<file path="config.mk">
export PLATFORM = sky130hd
export DESIGN_NAME = muldiv_sequencer
export DESIGN_NICKNAME = d
export VERILOG_FILES = /design/src/rtl/muldiv_sequencer.sv
export SDC_FILE = /design/constraint.sdc
export NUM_CORES = 1
export LEC_CHECK = 0
export CELL_PAD_IN_SITES_DETAIL_PLACEMENT = 0
export CELL_PAD_IN_SITES_GLOBAL_PLACEMENT = 1
export CORE_MARGIN = 2
export CORE_UTILIZATION = 42
export CTS_BUF_LIST = sky130_fd_sc_hd__clkbuf_2
export DETAILED_ROUTE_END_ITERATION = 12
export GPL_TIMING_DRIVEN = 0
export PLACE_DENSITY_LB_ADDON = 0.3
export SLEW_MARGIN = 20
export SYNTH_ARGS = -nofsm -noshare
export SYNTH_HDL_FRONTEND = slang
export SYNTH_SLANG_ARGS = --single-unit
</file>
<file path="constraint.sdc">
create_clock -name clk_i -period 10.18 [get_ports clk_i]
set_input_delay 2.545 -clock clk_i [delete_from_list [all_inputs] [get_ports clk_i]]
set_output_delay 2.545 -clock clk_i [all_outputs]
set_load 0.01 [all_outputs]
</file>
<file path="src/rtl/muldiv_sequencer.sv">
// Multi-cycle MUL/DIV sequencer: iterative shift-add multiply and restoring divide with sign fix-up.
// Optional MULDIV_FAST_MUL_EN: multiplies computed in one cycle at accept and finished in FIXUP.
module muldiv_sequencer #(
  parameter int XLEN = 32
) (
  input  logic            clk_i,
  input  logic            reset_i,
  input  logic            start_i,
  input  logic [4:0]      select_i,
  input  logic [XLEN-1:0] data1_i,
  input  logic [XLEN-1:0] data2_i,
  input  logic            kill_i,
  output logic [XLEN-1:0] result_o,
  output logic            done_o,
  output logic            busy_o,
  output logic            stall_o,
  output logic [1:0]      state_o
);
  localparam int CW = $clog2(XLEN);

  typedef enum logic [1:0] {S_IDLE, S_CALC, S_FIXUP, S_DONE} state_t;

  state_t            state_q, state_d;
  logic [2*XLEN-1:0] acc_q, acc_d;
  logic [XLEN-1:0]   opb_q, opb_d;
  logic [XLEN-1:0]   result_q, result_d;
  logic [2:0]        op_q, op_d;
  logic              neg_q, neg_d;
  logic              spec_q, spec_d;
  logic [CW-1:0]     cnt_q, cnt_d;

  logic            op_valid, busy, accept, in_div, sgn_a, sgn_b, a_neg, b_neg;
  logic            div_zero, div_ovf, special;
  logic [XLEN-1:0] mag_a, mag_b, spec_div_res, q_mag, r_mag, fix_res;
  logic [XLEN:0]   mul_sum, div_diff;
  logic [2*XLEN-1:0] prod;

  // Handshake: an op is taken on any edge where START and a valid op code are high,
  // KILL is low and no op is in flight; STALL tells EX to hold until DONE.
  assign op_valid = (select_i[4:3] == 2'b01);
  assign busy     = (state_q == S_CALC) || (state_q == S_FIXUP);
  assign accept   = start_i & op_valid & ~kill_i & ~busy;

  // op[2] selects divide; low bits pick the signedness of each operand.
  assign in_div   = select_i[2];
  assign sgn_a    = in_div ? ~select_i[0] : select_i[0];
  assign sgn_b    = in_div ? ~select_i[0] : (select_i[1:0] == 2'b01);
  assign a_neg    = sgn_a & data1_i[XLEN-1];
  assign b_neg    = sgn_b & data2_i[XLEN-1];
  assign mag_a    = a_neg ? -data1_i : data1_i;
  assign mag_b    = b_neg ? -data2_i : data2_i;

  assign div_zero = (data2_i == '0);
  assign div_ovf  = ~select_i[0] && (data1_i == {1'b1, {(XLEN-1){1'b0}}}) && (&data2_i);
  assign spec_div_res = div_zero ? (select_i[1] ? data1_i : '1)
                                 : (select_i[1] ? '0 : {1'b1, {(XLEN-1){1'b0}}});

`ifdef MULDIV_FAST_MUL_EN
  logic [2*XLEN-1:0] fast_a, fast_b, fast_prod;
  // The low 2*XLEN bits of the product only need the operands modulo 2^(2*XLEN).
  assign fast_a    = {{XLEN{sgn_a & data1_i[XLEN-1]}}, data1_i};
  assign fast_b    = {{XLEN{sgn_b & data2_i[XLEN-1]}}, data2_i};
  assign fast_prod = fast_a * fast_b;
  assign special   = in_div ? (div_zero | div_ovf) : 1'b1;
`else
  assign special   = in_div & (div_zero | div_ovf);
`endif

  // Multiply step: conditional add into the upper half, then shift the whole register right.
  assign mul_sum  = {1'b0, acc_q[2*XLEN-1:XLEN]} + (acc_q[0] ? {1'b0, opb_q} : '0);
  // Divide step: trial-subtract the divisor from the left-shifted partial remainder.
  assign div_diff = acc_q[2*XLEN-1:XLEN-1] - {1'b0, opb_q};

  assign prod  = neg_q ? -acc_q : acc_q;
  assign q_mag = acc_q[XLEN-1:0];
  assign r_mag = acc_q[2*XLEN-1:XLEN];

  always_comb begin
    fix_res = '0;
    if (!op_q[2])
      fix_res = (op_q[1:0] == 2'b00) ? prod[XLEN-1:0] : prod[2*XLEN-1:XLEN];
    else if (spec_q)
      fix_res = acc_q[XLEN-1:0];
    else if (op_q[1])
      fix_res = neg_q ? -r_mag : r_mag;
    else
      fix_res = neg_q ? -q_mag : q_mag;
  end

  always_comb begin
    state_d  = state_q;
    acc_d    = acc_q;
    opb_d    = opb_q;
    result_d = result_q;
    op_d     = op_q;
    neg_d    = neg_q;
    spec_d   = spec_q;
    cnt_d    = cnt_q;
    case (state_q)
      S_IDLE, S_DONE: begin
        state_d = S_IDLE;
        if (accept) begin
          op_d   = select_i[2:0];
          opb_d  = mag_b;
          neg_d  = (select_i[2] & select_i[1]) ? a_neg : (a_neg ^ b_neg);
          spec_d = special;
          cnt_d  = CW'(XLEN - 1);
          if (special) begin
            state_d = S_FIXUP;
            acc_d   = {{XLEN{1'b0}}, spec_div_res};
`ifdef MULDIV_FAST_MUL_EN
            if (!select_i[2]) begin
              acc_d = fast_prod;
              neg_d = 1'b0;
            end
`endif
          end else begin
            state_d = S_CALC;
            acc_d   = {{XLEN{1'b0}}, mag_a};
          end
        end
      end
      S_CALC: begin
        if (kill_i) begin
          state_d = S_IDLE;
        end else begin
          if (op_q[2])
            acc_d = div_diff[XLEN] ? {acc_q[2*XLEN-2:0], 1'b0}
                                   : {div_diff[XLEN-1:0], acc_q[XLEN-2:0], 1'b1};
          else
            acc_d = {mul_sum, acc_q[XLEN-1:1]};
          if (cnt_q == '0) state_d = S_FIXUP;
          else             cnt_d   = cnt_q - 1'b1;
        end
      end
      S_FIXUP: begin
        if (kill_i) begin
          state_d = S_IDLE;
        end else begin
          state_d  = S_DONE;
          result_d = fix_res;
        end
      end
      default: state_d = S_IDLE;
    endcase
  end

  always_ff @(posedge clk_i) begin
    if (reset_i) begin
      state_q  <= S_IDLE;
      acc_q    <= '0;
      opb_q    <= '0;
      result_q <= '0;
      op_q     <= '0;
      neg_q    <= 1'b0;
      spec_q   <= 1'b0;
      cnt_q    <= '0;
    end else begin
      state_q  <= state_d;
      acc_q    <= acc_d;
      opb_q    <= opb_d;
      result_q <= result_d;
      op_q     <= op_d;
      neg_q    <= neg_d;
      spec_q   <= spec_d;
      cnt_q    <= cnt_d;
    end
  end

  assign result_o = result_q;
  assign done_o   = (state_q == S_DONE);
  assign busy_o   = busy;
  assign stall_o  = busy | (start_i & op_valid & ~kill_i);
  assign state_o  = state_q;
endmodule

</file>
# == After elaboration in Yosys (flattened, before gate mapping) ==
# Index checks and enable logic that the tools add are counted.
# classes
add_sub_neg,8
n_eq_ne,10
muxes,32
n_bitwise,13
n_reduce_logical,14
# ops
operator,count
$mux 32,13
$mux 64,5
$neg 32->32,4
$pmux 64 s2,1
$neg 64->64,1
$add 32x32->33,1
$sub 33x32->33,1
$eq 32x32->1 const B,1
$logic_not 32->1,1
$reduce_and 32->1,1
$mux 5,3
$mux 2,5
$pmux 5 s2,1
$and 1x1->1,7
$eq 2x1->1 const B,3
$ne 2x2->1 const B,3
$pmux 2 s3,1
$logic_not 5->1,1
$sub 5x1->5 const B,1
$eq 2x2->1 const B,2
$logic_not 2->1,2
$reduce_and 2->1,2
$reduce_and 4->1,1
$mux 1,3
9 further kinds,13
# totals
regBits,140
input_bits,73
out_inout_bits,37
elab_cells,85

# == Depth between registers and ports, before layout ==
# Gate-level depths: netlist of run 1.
# depth
depth_word,8
mapped_depth,14
mapped_depth_nobuf,13

# == Least setup slack after synthesis of run 1 ==
# Ideal clock, no wire load.
# synth_timing
kind,input to output
from,in select_i[4]
to,out stall_o
arrival_time_ns,3.064
t_required_ns,7.635
path_slack_ns,4.571
path_stages,2
n_path_buf,0
cell_sequence,nand3b_1 > o21ai_0
# synth_between
elab_chain_len,4
# synth_rtl
element,line_no,text
"start, declared",9,"input logic [4:0] select_i,"
$eq 2x1->1,40,assign op_valid = (select_i[4:3] == 2'b01);
$and 1x1->1 (2 in series),173,assign stall_o = busy | (start_i & op_valid & ~kill_i);
$or 1x1->1,173,
"end, declared",16,"output logic stall_o,"
# No other way between the ends.

# == Worst setup path after layout of run 1 ==
# Same ends and word-level chain as after synthesis.

==> results.txt, run 1 <==
Once detail routing completed, the nets flagged for antenna violations numbered 0. For this run, the total global-route usage over all layers was measured as 0.3581. The total setup violations reported at the end of the flow is 0.

The net count of the mapped netlist is 2,279. The maximum number of pins on one net before global-route repair came out at 17. In this run the worst hold path is classified as register to register. For this run, the leading register cell type out of synthesis is sky130_fd_sc_hd__dfxtp_1. The initial antenna violation count came out at 2.

The count of H-tree levels built during CTS came out at 4. The count of cells resized by post-cts repair is 0. The signal on the critical path passes through clkdlybuf4s50_1 > nand3b_1 > o21ai_0 > clkdlybuf4s50_1. Sorting the synthesized cells by area gives the leading types as sky130_fd_sc_hd__dfxtp_1 19%, sky130_fd_sc_hd__a21oi_1 6.2%, sky130_fd_sc_hd__ha_1 6.2%. The placement row count is 69.

The critical path starts at select_i[4]. The peak supply drop came out at 0.05907 mV. The floorplan step set the die width to 193 µm.

The final hold violation count came out at 0. The leakage power is 6.123 nW. For this run, asynchronously set or reset flops after synthesis account for 0. The setup TNS came out at 0 ns. The clock-pin slew on the worst setup and hold paths came out at 0.22 ns.

The maximum cell stage delay along the critical path is 0.57 ns. The mux cell area share after synthesis came out at 0.04353. The number of detailed-route iterations in the first pass is 7. The main combinational cell family by area after synthesis is compound AO/OA/AOI/OAI gates. The TritonCTS clock tree is done. The post-synthesis to final-layout area growth is 12.58%. The number of nets in the final layout is 2,405. The buffer cell driving the clock tree root is sky130_fd_sc_hd__clkbuf_2. The sum of internal, switching and leakage power came out at 1.356 mW. The final-report max-slew violation count was 0. STA classifies the critical path endpoint as an output pin. After global routing the overflow that remains totals 0.

The total die area came out at 37,250 µm². The biggest fanout along the worst timing path is 6. The final design area excluding fillers is 16,890 µm².

The cell area reported after detailed placement came out at 16,650 µm². STA classifies the critical path startpoint as a primary input. The number of maximum-capacitance violations is 0. The count of filler cells inserted in the layout is 3,726. The critical path data required time came out at 7.64 ns. The worst path arrival time came out at 3.99 ns. The synthesized netlist contains 91 unique library cells. The number of top-level design ports came out at 110. The weighted congestion at the end of routability-driven global placement is 1.029. The count of mapped cells out of synthesis is 2,130. The synthesized area per cell came out at 7.044 µm². Clock tree synthesis inserted a total of 17 buffers. In this run the critical register-to-register path is launched from acc_q[32]$_SDFFE_PP0P_.

The cell accounting for the most synthesized area is sky130_fd_sc_hd__dfxtp_1. The commonest cells after synthesis are 218 x sky130_fd_sc_hd__nor2_1, 204 x sky130_fd_sc_hd__nand2_1, 186 x sky130_fd_sc_hd__a21oi_1, 140 x sky130_fd_sc_hd__dfxtp_1, 140 x sky130_fd_sc_hd__o21ai_0. The die height came out at 193 µm. The post-synthesis share of cell area spent on full adders, half adders and majority gates is 0.06438. The area fraction in compound gates after synthesis came out at 0.3096. The critical path's top delay family is buffers and inverters.

The worst hold path begins at result_o[7]$_SDFFE_PP0P_. After detailed routing, the average wire length per cell comes to 24.71 µm. In this run the cell area of the synthesized design comes to 15,000 µm². Of the cells placed in the final design, the portion with a size suffix greater than 1 is 0.04804.

The share of the yosys chip area belonging to registers is 0.1868. The fraction of post-synthesis cell area in the top cell type by area came out at 0.1868. The vias after detailed routing is 17,570.

The most used standard cell by instance count after synthesis is sky130_fd_sc_hd__nor2_1. The fmax came out at 153.1 MHz. The wire length of the first global-routing pass came out at 100,100 µm. The simple-gate share of the synthesized area came out at 0.2428. Detailed placement finished with a half-perimeter wire length of 52,550 µm. The number of port buffers came out at 107. The DRC violations left came out at 0. The multi-input logic area is 11,260 µm². The number of enable-type register cells in the synthesized netlist is 0. The cell that appears most often on the critical path is sky130_fd_sc_hd__clkdlybuf4s50_1. The number of warnings issued by yosys is 0. The slew at the pin with the worst max-slew slack came out at 1.084 ns. The slowest stage of the critical path belongs to the cell sky130_fd_sc_hd__clkdlybuf4s50_1. Subtracting the final worst setup slack from the clock period gives 6.531 ns. The placeable core region came out at 35,400 µm².

The critical path contains buffers and inverters numbering 2 combined. Of the total synthesized cell area, the portion taken by XOR and XNOR cells is 0.09048. The detail-routed via count per cell is 6.435. Setup repair after global routing left no endpoint under its margin. The total power divided by cell area is 80.27 nW/µm². The final worst-path cycle share is 0.6416. The worst setup skew after layout is 0.06334 ns. The initial utilization of the core area, before any placement, comes to 0.4239. After synthesis the netlist holds a flip-flop and latch count of 140. Wires add up to 67,480 µm. The detailed router finished its first iteration with 2,061 violations. Once the clock tree was built, the setup fixing pass inserted 0 buffers.

The hold buffer count at CTS is 0. The CTS sink count is 140. The normalized max-slew margin is 0.2776. The via count of the first global-routing pass came out at 16,320. The flow ran to the end, and the final reports show no timing, DRC or antenna violations. The utilization after layout came out at 0.4772. The clock insertion delay at the later pin of the skew report came out at 0.85 ns. The worst setup path category is primary input to output pin. The worst reg-to-reg setup slack came out at 5.89 ns. The area used by sequential logic in the layout is 2803 µm². Counting along the longest clock path gives a buffer depth of 2.
==> worst reg2reg max path: stages, from the launching register on <==
cell and delay (ns):
sky130_fd_sc_hd__dfxtp_1 0.48, sky130_fd_sc_hd__clkbuf_1 0.43, sky130_fd_sc_hd__inv_1 0.21, sky130_fd_sc_hd__fa_1 0.49, sky130_fd_sc_hd__nand2b_1 0.19, sky130_fd_sc_hd__a21oi_1 0.36, sky130_fd_sc_hd__o2111a_2 0.32, sky130_fd_sc_hd__a211oi_4 0.08
sky130_fd_sc_hd__o221a_2 0.32, sky130_fd_sc_hd__nand2_4 0.18, sky130_fd_sc_hd__clkbuf_1 0.66, sky130_fd_sc_hd__o21ai_0 0.25, sky130_fd_sc_hd__a21oi_1 0.18, sky130_fd_sc_hd__o21ai_0 0.09
==> power breakdown <==
group          total, mW  internal, mW  switching (mW)  leakage, nW
logic              0.412         0.152           0.260         4.85
clock network      0.375         0.100           0.275        0.140
registers          0.568         0.559         0.00893         1.13
==> metal layers <==
metal	GRT usage	share of wire	up-vias
met5	0	0.00024	-
met4	0.1381	0.039	2
met3	0.06643	0.099	156
met2	0.5393	0.42	977
met1	0.5045	0.44	8318
li1	-	-	8121
==> final timing paths <==
path,endpoint,cells past startpoint
worst max-delay path,stall_o,4
worst min-delay path,result_o[7]$_SDFFE_PP0P_,2
worst max register to register,acc_q[63]$_SDFFE_PP0P_,13
worst min register to register,result_o[7]$_SDFFE_PP0P_,2
==> registers in the layout (all words and copies together), names as in the netlist <==
register / cells
opb_q: 32
spec_q: 1
result_o: 32
acc_q: 64
state_o: 2
op_q: 3
cnt_q: 5
neg_q: 1
==> cell usage in the layout, fill, tap and decap left out, types with 12 or more instances in the layout <==
cell / count
sky130_fd_sc_hd__o21ai_0: 140
sky130_fd_sc_hd__nand3_1: 36
sky130_fd_sc_hd__o31ai_1: 23
sky130_fd_sc_hd__inv_1: 69
sky130_fd_sc_hd__and3_1: 21
sky130_fd_sc_hd__a211o_1: 14
sky130_fd_sc_hd__a22oi_1: 40
sky130_fd_sc_hd__dfxtp_1: 140
sky130_fd_sc_hd__a2111oi_0: 16
sky130_fd_sc_hd__a21boi_0: 12
sky130_fd_sc_hd__nand2b_1: 28
sky130_fd_sc_hd__o211ai_1: 31
sky130_fd_sc_hd__clkbuf_1: 136
sky130_fd_sc_hd__a31oi_1: 16
sky130_fd_sc_hd__xnor2_1: 91
sky130_fd_sc_hd__o21bai_1: 12
sky130_fd_sc_hd__nand4_1: 21
sky130_fd_sc_hd__nor2b_1: 14
sky130_fd_sc_hd__clkbuf_2: 19
sky130_fd_sc_hd__xor2_1: 64
sky130_fd_sc_hd__buf_1: 14
sky130_fd_sc_hd__clkdlybuf4s50_1: 107
sky130_fd_sc_hd__or4_1: 18
sky130_fd_sc_hd__ha_1: 74
sky130_fd_sc_hd__nand2_1: 204
sky130_fd_sc_hd__or3_1: 24
sky130_fd_sc_hd__nor4_1: 26
sky130_fd_sc_hd__a21o_1: 16
sky130_fd_sc_hd__mux2_2: 25
sky130_fd_sc_hd__mux2i_1: 36
sky130_fd_sc_hd__o22ai_1: 26
sky130_fd_sc_hd__a21oi_1: 186
sky130_fd_sc_hd__nor3_1: 84
sky130_fd_sc_hd__a211oi_1: 57
sky130_fd_sc_hd__nor2_1: 218
==> kinds of logic (layout without fill, tap and decap cells) <==
kind of cell	after synthesis	after routing
other	0	1
and+or+nand+nor	752	752
buffers and inverters	238	377
adders and majority gates	76	76
xor gates and xnor gates	155	155
muxes	62	62
DFF	140	140
AOI/OAI and AO/OA	707	707
==> metrics by stage <==
stage,setup slack [ns],cells,hold slack [ns]
detailed placement,3.649,2698,0.4504
global route,3.557,2731,0.5069
global placement,3.617,2698,0.4425
CTS,3.645,2730,0.4744
floorplan,4.571,2130,0.4319
finish,3.649,2731,0.4717
==> layout make-up <==
| cell class | count | share of cell area |
|---|---|---|
| tap | 461 | 0.03415 |
| antenna | 1 | 0.0001482 |
| inverter | 71 | 0.01578 |
| clock inverter | 14 | 0.008667 |
| sequential | 140 | 0.1659 |
| multi-input combinational | 1752 | 0.6669 |
| timing repair buffer | 107 | 0.06341 |
| clock buffer | 18 | 0.005334 |
| buffer | 167 | 0.03971 |
Note: power is estimated with default switching activity, not from simulation.
==> run 2: changes to the inputs <==
==> constraint.sdc (replaced) <==
create_clock -name clk_i -period 6.35 [get_ports clk_i]
set_input_delay 1.5875 -clock clk_i [delete_from_list [all_inputs] [get_ports clk_i]]
set_output_delay 1.5875 -clock clk_i [all_outputs]
set_load 0.01 [all_outputs]
==> results of run 2 <==
The final DEF is identical to that of run 1. Status: finished, final reports clean.
Among the figures that moved: setup slack after placement 3.649 ns -> 0.7767 ns; clock-pin slew on the worst setup and hold paths 0.22 ns -> 0.27 ns; setup slack after layout 3.649 ns -> 1.500 ns; end point of the critical path stall_o -> acc_q[42]$_SDFFE_PP0P_; register-to-register setup slack 5.89 ns -> 2.06 ns; total power 1.356 mW -> 2.174 mW; worst IR drop on VDD 0.05907 mV -> 0.09470 mV
